## src/rtl/if_fetch_unit.sv

```systemverilog
// Instruction fetch: owns the PC, issues one imem request at a time, feeds IF/ID.
// Latency: output valid the edge after imem_rvalid_i; 2 cycles/insn with 1-cycle memory.
// Backpressure: stall_i holds the output; a late response parks in a one-entry skid.
module if_fetch_unit #(
  parameter logic [31:0] RESET_PC = 32'h0000_0000,
  parameter int unsigned PC_STEP  = 4,
  parameter logic [31:0] NOP_INSN = 32'h0000_0013
) (
  input  logic        clk,
  input  logic        rst_n,
  input  logic        stall_i,
  input  logic        redirect_i,
  input  logic [31:0] redirect_pc_i,
  output logic        imem_req_o,
  output logic [31:0] imem_addr_o,
  input  logic        imem_ready_i,
  input  logic        imem_rvalid_i,
  input  logic [31:0] imem_rdata_i,
  output logic [31:0] pc_o,
  output logic [31:0] instruction_o,
  output logic        valid_o
);

  typedef enum logic [1:0] {
    ST_REQ  = 2'd0,
    ST_WAIT = 2'd1,
    ST_HOLD = 2'd2,
    ST_DROP = 2'd3
  } state_e;

  state_e      state_q, state_d;
  logic [31:0] pc_q, pc_d;
  logic [31:0] fetch_pc_q, fetch_pc_d;
  logic [31:0] out_pc_q, out_pc_d;
  logic [31:0] out_insn_q, out_insn_d;
  logic        out_vld_q, out_vld_d;
  logic [31:0] skid_pc_q, skid_pc_d;
  logic [31:0] skid_insn_q, skid_insn_d;

  logic can_load;
  logic xfer;
  logic req;
  logic load_rsp;
  logic load_skid;

  always_comb begin
    state_d     = state_q;
    pc_d        = pc_q;
    fetch_pc_d  = fetch_pc_q;
    out_pc_d    = out_pc_q;
    out_insn_d  = out_insn_q;
    out_vld_d   = out_vld_q;
    skid_pc_d   = skid_pc_q;
    skid_insn_d = skid_insn_q;
    load_rsp    = 1'b0;
    load_skid   = 1'b0;

    can_load = ~out_vld_q | ~stall_i;
    xfer     = out_vld_q & ~stall_i;
    req      = (state_q == ST_REQ) & ~redirect_i & can_load;

    case (state_q)
      ST_REQ: begin
        if (redirect_i) begin
          pc_d = redirect_pc_i;
        end else if (req && imem_ready_i) begin
          fetch_pc_d = pc_q;
          pc_d       = pc_q + 32'(PC_STEP);
          state_d    = ST_WAIT;
        end
      end
      ST_WAIT: begin
        if (redirect_i) begin
          pc_d    = redirect_pc_i;
          // A response still in flight must be swallowed before the next request.
          state_d = imem_rvalid_i ? ST_REQ : ST_DROP;
        end else if (imem_rvalid_i) begin
          if (can_load) begin
            load_rsp = 1'b1;
            state_d  = ST_REQ;
          end else begin
            skid_pc_d   = fetch_pc_q;
            skid_insn_d = imem_rdata_i;
            state_d     = ST_HOLD;
          end
        end
      end
      ST_HOLD: begin
        if (redirect_i) begin
          pc_d    = redirect_pc_i;
          state_d = ST_REQ;
        end else if (!stall_i) begin
          load_skid = 1'b1;
          state_d   = ST_REQ;
        end
      end
      ST_DROP: begin
        if (redirect_i) begin
          pc_d = redirect_pc_i;
        end
        if (imem_rvalid_i) begin
          state_d = ST_REQ;
        end
      end
      default: state_d = ST_REQ;
    endcase

    // Flush beats any load; a load beats the consume-clear.
    if (redirect_i) begin
      out_vld_d  = 1'b0;
      out_insn_d = NOP_INSN;
    end else if (load_rsp) begin
      out_pc_d   = fetch_pc_q;
      out_insn_d = imem_rdata_i;
      out_vld_d  = 1'b1;
    end else if (load_skid) begin
      out_pc_d   = skid_pc_q;
      out_insn_d = skid_insn_q;
      out_vld_d  = 1'b1;
    end else if (xfer) begin
      out_vld_d  = 1'b0;
      out_insn_d = NOP_INSN;
    end
  end

  always_ff @(posedge clk or negedge rst_n) begin
    if (!rst_n) begin
      state_q     <= ST_REQ;
      pc_q        <= RESET_PC;
      fetch_pc_q  <= 32'h0;
      out_pc_q    <= 32'h0;
      out_insn_q  <= NOP_INSN;
      out_vld_q   <= 1'b0;
      skid_pc_q   <= 32'h0;
      skid_insn_q <= NOP_INSN;
    end else begin
      state_q     <= state_d;
      pc_q        <= pc_d;
      fetch_pc_q  <= fetch_pc_d;
      out_pc_q    <= out_pc_d;
      out_insn_q  <= out_insn_d;
      out_vld_q   <= out_vld_d;
      skid_pc_q   <= skid_pc_d;
      skid_insn_q <= skid_insn_d;
    end
  end

  assign imem_req_o    = req & rst_n;
  assign imem_addr_o   = pc_q;
  assign pc_o          = out_pc_q;
  assign instruction_o = out_insn_q;
  assign valid_o       = out_vld_q;

endmodule

```

## config.mk

```make
export PLATFORM = sky130hd
export DESIGN_NAME = if_fetch_unit
export DESIGN_NICKNAME = d
export VERILOG_FILES = /design/src/rtl/if_fetch_unit.sv
export SDC_FILE = /design/constraint.sdc
export NUM_CORES = 1
export LEC_CHECK = 0
export CAP_MARGIN = 20
export CELL_PAD_IN_SITES_DETAIL_PLACEMENT = 1
export CELL_PAD_IN_SITES_GLOBAL_PLACEMENT = 1
export CORE_MARGIN = 5
export CORE_UTILIZATION = 41
export CTS_CLUSTER_DIAMETER = 100
export CTS_CLUSTER_SIZE = 40
export DETAILED_ROUTE_END_ITERATION = 10
export HOLD_SLACK_MARGIN = 0.1
export PLACE_DENSITY_LB_ADDON = 0.1
export SLEW_MARGIN = 20
export SYNTH_ARGS = -nofsm -noshare
export SYNTH_HDL_FRONTEND = slang
export SYNTH_SLANG_ARGS = --single-unit
export TNS_END_PERCENT = 100
```

## constraint.sdc

```tcl
create_clock -name clk -period 2.85 [get_ports clk]
set_clock_uncertainty 0.15 [all_clocks]
set_input_delay 0.285 -clock clk [delete_from_list [all_inputs] [get_ports clk]]
set_output_delay 0.285 -clock clk [all_outputs]
set_load 0.05 [all_outputs]
```

-- Word level (Yosys, flattened, before mapping)
Cells that the tools add are included.
- input port bits: 70
- register bits: 195
- word-level logic and storage cells: 69
- reduce and logical (&&, ||, !) cells: 10
- bitwise operators: 9
- $add $sub $neg: 1
- mux-type cells: 31
- equality and inequality tests: 10
- operator list (cell ; count):
    32-bit 2-to-1 mux ; 9
    32-bit one-hot mux with 2 select lines ; 1
    32-bit by 3-bit adder with 32-bit output, second input constant ; 1
    2-bit 2-to-1 mux ; 9
    1-bit 2-to-1 mux ; 11
    2-bit one-hot mux with 4 select lines ; 1
    3-bit inequality test, second input constant ; 2
    5-bit AND reduction ; 1
    1-bit AND ; 4
    2-bit == test, second input constant ; 2
    2-bit by 1-bit inequality test with 1-bit output, second input constant ; 2
    2-bit inequality test, second input constant ; 2
    1-bit inverter ; 4
    2-bit AND reduction ; 2
    4-bit AND reduction ; 1
    4-bit nonzero test ; 1
    3-bit by 2-bit inequality test with 1-bit output, second input constant ; 1
    3-bit AND reduction ; 1
    3-bit OR reduction ; 1
    2-bit by 1-bit == test with 1-bit output, second input constant ; 1
    2-bit zero test ; 1
    2-bit nonzero test ; 1
    1-bit logical AND ; 1
    1-bit OR ; 1

-- Logic depth before layout (Yosys ltp)
- word-level depth: 8
- depth in mapped cells: 8

-- Least setup slack after synthesis
Ideal clock, no wire load.
- path kind: register -> register
- start: reg pc_q[2] (netlist: imem_addr_o[2])
- end: reg pc_q[30] (netlist: imem_addr_o[30])
- path buffers: 1
- clock period less this slack: 2390 ps
- setup time: 77 ps
- arrival time: 2163 ps
- slack: 460 ps
- stages on the path, launching flop included: 8
- cell sequence: dfrtp_1 > ha_1 > and4_1 > buf_4 > and3_4 > nand3_4 > or4b_1 > a21oi_1
- cells in the longest elaborated chain, start to end: 4
- RTL lines (what ; RTL line ; source):
    start: declaration ; 32 ; logic [31:0] pc_q, pc_d;
    start signal: assignment ; 138 ; pc_q <= pc_d;
    32-bit by 3-bit adder with 32-bit output ; 68 ; pc_d = pc_q + 32'(PC_STEP);
    32-bit 2-to-1 mux ; 66 ; end else if (req && imem_ready_i) begin
    32-bit 2-to-1 mux ; 64 ; if (redirect_i) begin
    32-bit one-hot mux with 2 select lines ; 62 ; case (state_q)
No other way between the ends. The select of a mux whose other input is x is not followed.
A chain may end at the register's enable or synchronous reset.

-- Worst setup path after layout
- start: in redirect_i
- end: out imem_req_o
- cells in the longest elaborated chain, start to end: 4
- RTL lines (what ; RTL line ; source):
    start: declaration ; 12 ; input logic redirect_i,
    1-bit inverter (no source line) ; - ;
    1-bit AND (2 in series) ; 60 ; req = (state_q == ST_REQ) & ~redirect_i & can_load;
    1-bit AND ; 148 ; assign imem_req_o = req & rst_n;
    end: declaration ; 14 ; output logic imem_req_o,
No other way between the ends.

==> results <==
cells by family after synthesis:
| family | share of synthesized area |
|---|---|
| buf+inv | 0.0331 |
| fa+ha+maj | 0.00144 |
| flops | 0.562 |
| simple gates | 0.0902 |
| mux | 0.199 |
| compound gates | 0.114 |
state kept, by name (all words and copies together) (netlist names):
register and cells:
skid_pc_q 32, fetch_pc_q 32, skid_insn_q 32, imem_addr_o 32
instruction_o 32, valid_o 1, pc_o 32, state_q 2
what timing repair did:
item                                   CTS  global route
gates resized for setup                  0             0
endpoints found under the hold margin   51             0
hold buffers                             1             0
worst min path at each step:
| stage | to | slack (ns) | cells past startpoint |
|---|---|---|---|
| final | imem_addr_o[30] | 0.24 | 2 |
| after global routing | imem_addr_o[30] | 0.27 | 2 |
| after CTS | imem_addr_o[30] | 0.25 | 2 |
| after detailed placement | imem_addr_o[30] | 0.15 | 1 |
| after global placement | imem_addr_o[29] | 0.14 | 1 |
| after floorplan | fetch_pc_q[0] | -0.16 | 0 |
final cells by class:
| class | instances | share of cell area |
|---|---|---|
| repair buffers | 189 | 0.170 |
| flip-flops and latches | 195 | 0.433 |
| clock inverters | 11 | 0.00821 |
| multi-input cells | 468 | 0.314 |
| well taps | 275 | 0.0305 |
| inverters | 7 | 0.00233 |
| clock buffers | 21 | 0.0417 |
metrics by stage:
step / cells / hold slack (ns) / setup WS, ns / utilization / instance area (µm²)
floorplan: 717 / -0.161 / 0.460 / - / 8690
CTS: 1166 / 0.245 / 0.341 / 0.538 / 11300
global route: 1166 / 0.267 / 0.216 / 0.538 / 11300
detailed placement: 1133 / 0.151 / 0.0706 / 0.511 / 10700
global placement: 1133 / 0.139 / 0.280 / 0.511 / 10700
finish: 1166 / 0.238 / 0.347 / 0.538 / 11300
layer usage:
metal	vias up	track usage	wire length (µm)
li1	2951	-	-
met1	3254	0.288	11600
met2	133	0.324	11300
met3	9	0.0377	981
met4	0	0.0392	143
met5	-	0	0
synth_stat cells (2+ instances only):
library cell	number	area share
and3_1	4	0.0029
nor2b_1	3	0.0022
o211ai_1	2	0.0017
or3_1	4	0.0029
dfstp_2	6	0.018
mux2_1	5	0.0065
nor4_1	6	0.0043
o2bb2ai_1	30	0.030
buf_1	2	0.00086
buf_6	6	0.0078
nand2_1	59	0.025
a31oi_1	4	0.0029
o21ai_0	50	0.029
a22oi_1	9	0.0078
and4_1	3	0.0030
clkbuf_1	17	0.0073
nor2_1	22	0.0095
buf_2	17	0.0098
mux2_2	92	0.12
a21oi_1	28	0.016
o22ai_1	11	0.0079
o22a_1	4	0.0040
buf_4	5	0.0043
nor3_1	12	0.0069
a211oi_1	3	0.0026
inv_1	7	0.0030
dfrtp_1	189	0.54
a2bb2oi_1	3	0.0030
mux2i_1	64	0.074
nand3_1	18	0.010
nand4_1	9	0.0065
power by group through the flow:
stage / logic, W / registers [W] / clock network (W)
2_1_floorplan: 0.000851 / 0.00447 / 0
3_3_place_gp: 0.00245 / 0.00382 / 0
4_1_cts: 0.00254 / 0.00382 / 0.00236
3_5_place_dp: 0.00252 / 0.00387 / 0
5_1_grt: 0.00268 / 0.00390 / 0.00248
6_report: 0.00251 / 0.00382 / 0.00230
==> results.md <==
* Tmin final at 2.50 ns
* ANT cells at 0
* #FFs+latches synth at between 150 and 200
* Starting Density at 0.415
* CTS clk-pin slew, worst paths at around 0.08 ns
* Worst Setup Start Kind: input port
* Setup slack, reg-to-reg at 0.40 ns
* Overall Global Routing Usage at 0.201
* Total gr overflow at 0
* Max FO, Critical Path at just over 40
* Synth Flop Type: dfrtp_1
* Initial drt markers at 273
* EDFF count, synth at 0
* First-pass GRT wire length at 39100 µm
* Area growth syn-to-layout at 29.7%
* Clock Path Buffers at 2
* Post-Synthesis Cells at 717
* Gpl congestion at 0.833
* Worst Hold Class: in2async
* Overall via count from detail_route at 6347
* Async set or reset register ratio after synthesis at 1.00
* Int Pwr at 0.00552 W
* CTS tree: yes
* Post-route ant nets at 0
* CP Depth at 5
* Sequential-to-total area share from yosys stat at 0.562
* Power density cells at between 700 and 800 nW/µm²
* Crit Path Category: in2out
* H-tree Lvls at 4
* Sink Count at 195
* Most frequent cells in the layout: dfrtp_1, clkdlybuf4s50_1, mux2_2
* Slew @ Worst Pin at 0.981 ns
* Switching portion of total power at 0.360
* Worst EP arrival at 2.07 ns
* Setup tns final at 0 ns
* P_leak at 4.60 nW
* Crit. End Element: output port
* Critical R2R Capture: imem_addr_o[30]
* Port Buffers at 167
* Netlist cell types at 54
* # fillers at approximately 2200
* CTS buffer count at 17
* Fraction of layout cells with a size suffix above 1 at 0.183
* Worst path buffer plus inverter count at 3
* Clk root buf: clkbuf_16
* Nets@finish at 949
* Critical path cell sequence: clkdlybuf4s50_1 > nor3_4 > buf_4 > and3_1 > buf_12
* Critical path launch point: redirect_i
* Max-cap violations at 0
* Worst skew pair latency at 0.43 ns
* CP max stage delay at between 0.6 and 0.7 ns
* Worst EP required at 2.41 ns
* Hpwl dp at 16500 µm
* Die height at 156 µm
* Psw at 0.00310 W
* Largest delay contributor family on the critical path: buffers and inverters
* Final Power at 0.00862 W
* Slew Viols, Final at 0
* R2R cell count at 6
* Buffer count from post-CTS setup fixing at 0
* Most common cell after layout, fill and taps aside: dfrtp_1
* Die area at about 24000 µm²
* Slew headroom at 0.346
* CP max stage cell: clkdlybuf4s50_1
* Initial antenna violation count at 0
* Core region area at 21000 µm²
* Final setup violation count at 0
* Mean area per synthesized cell at 12.1 µm²
* Sequential Power Share at 0.443
* Fmax at 400 MHz
* Register Area at 4890 µm²
* Status: finished clean
* Multi-input gate area at approximately 3500 µm²
* IR drop worst, VDD at 0.422 mV
* Number of detailed-route iterations in the first pass at 4
* Die W at around 160 µm
* Largest net degree at the start of global routing at 100
* Via/cell ratio at 5.44
* I/O pin count at 168
* Logic pwr share at 0.291
* Vias in the first global route at 6913
* Hold Fails Final Rpt at 0
* DRC errors left at 0
* RSZ-0062 raised after global routing: no
* FP Rows at 53
* Post-Route WL at between 20000 and 25000 µm
* Yosys warnings at 0
* Fin crit share at 0.878
* Reg-to-reg startpoint: imem_addr_o[3]
* Crit path to: imem_req_o
* Syn Nets at 788
* DR WL/cell at 20.6 µm
* Mapped Area at between 8000 and 9000 µm²
* Clock network fraction of design power at 0.267
No activity file was read; power rests on OpenSTA's default activity.
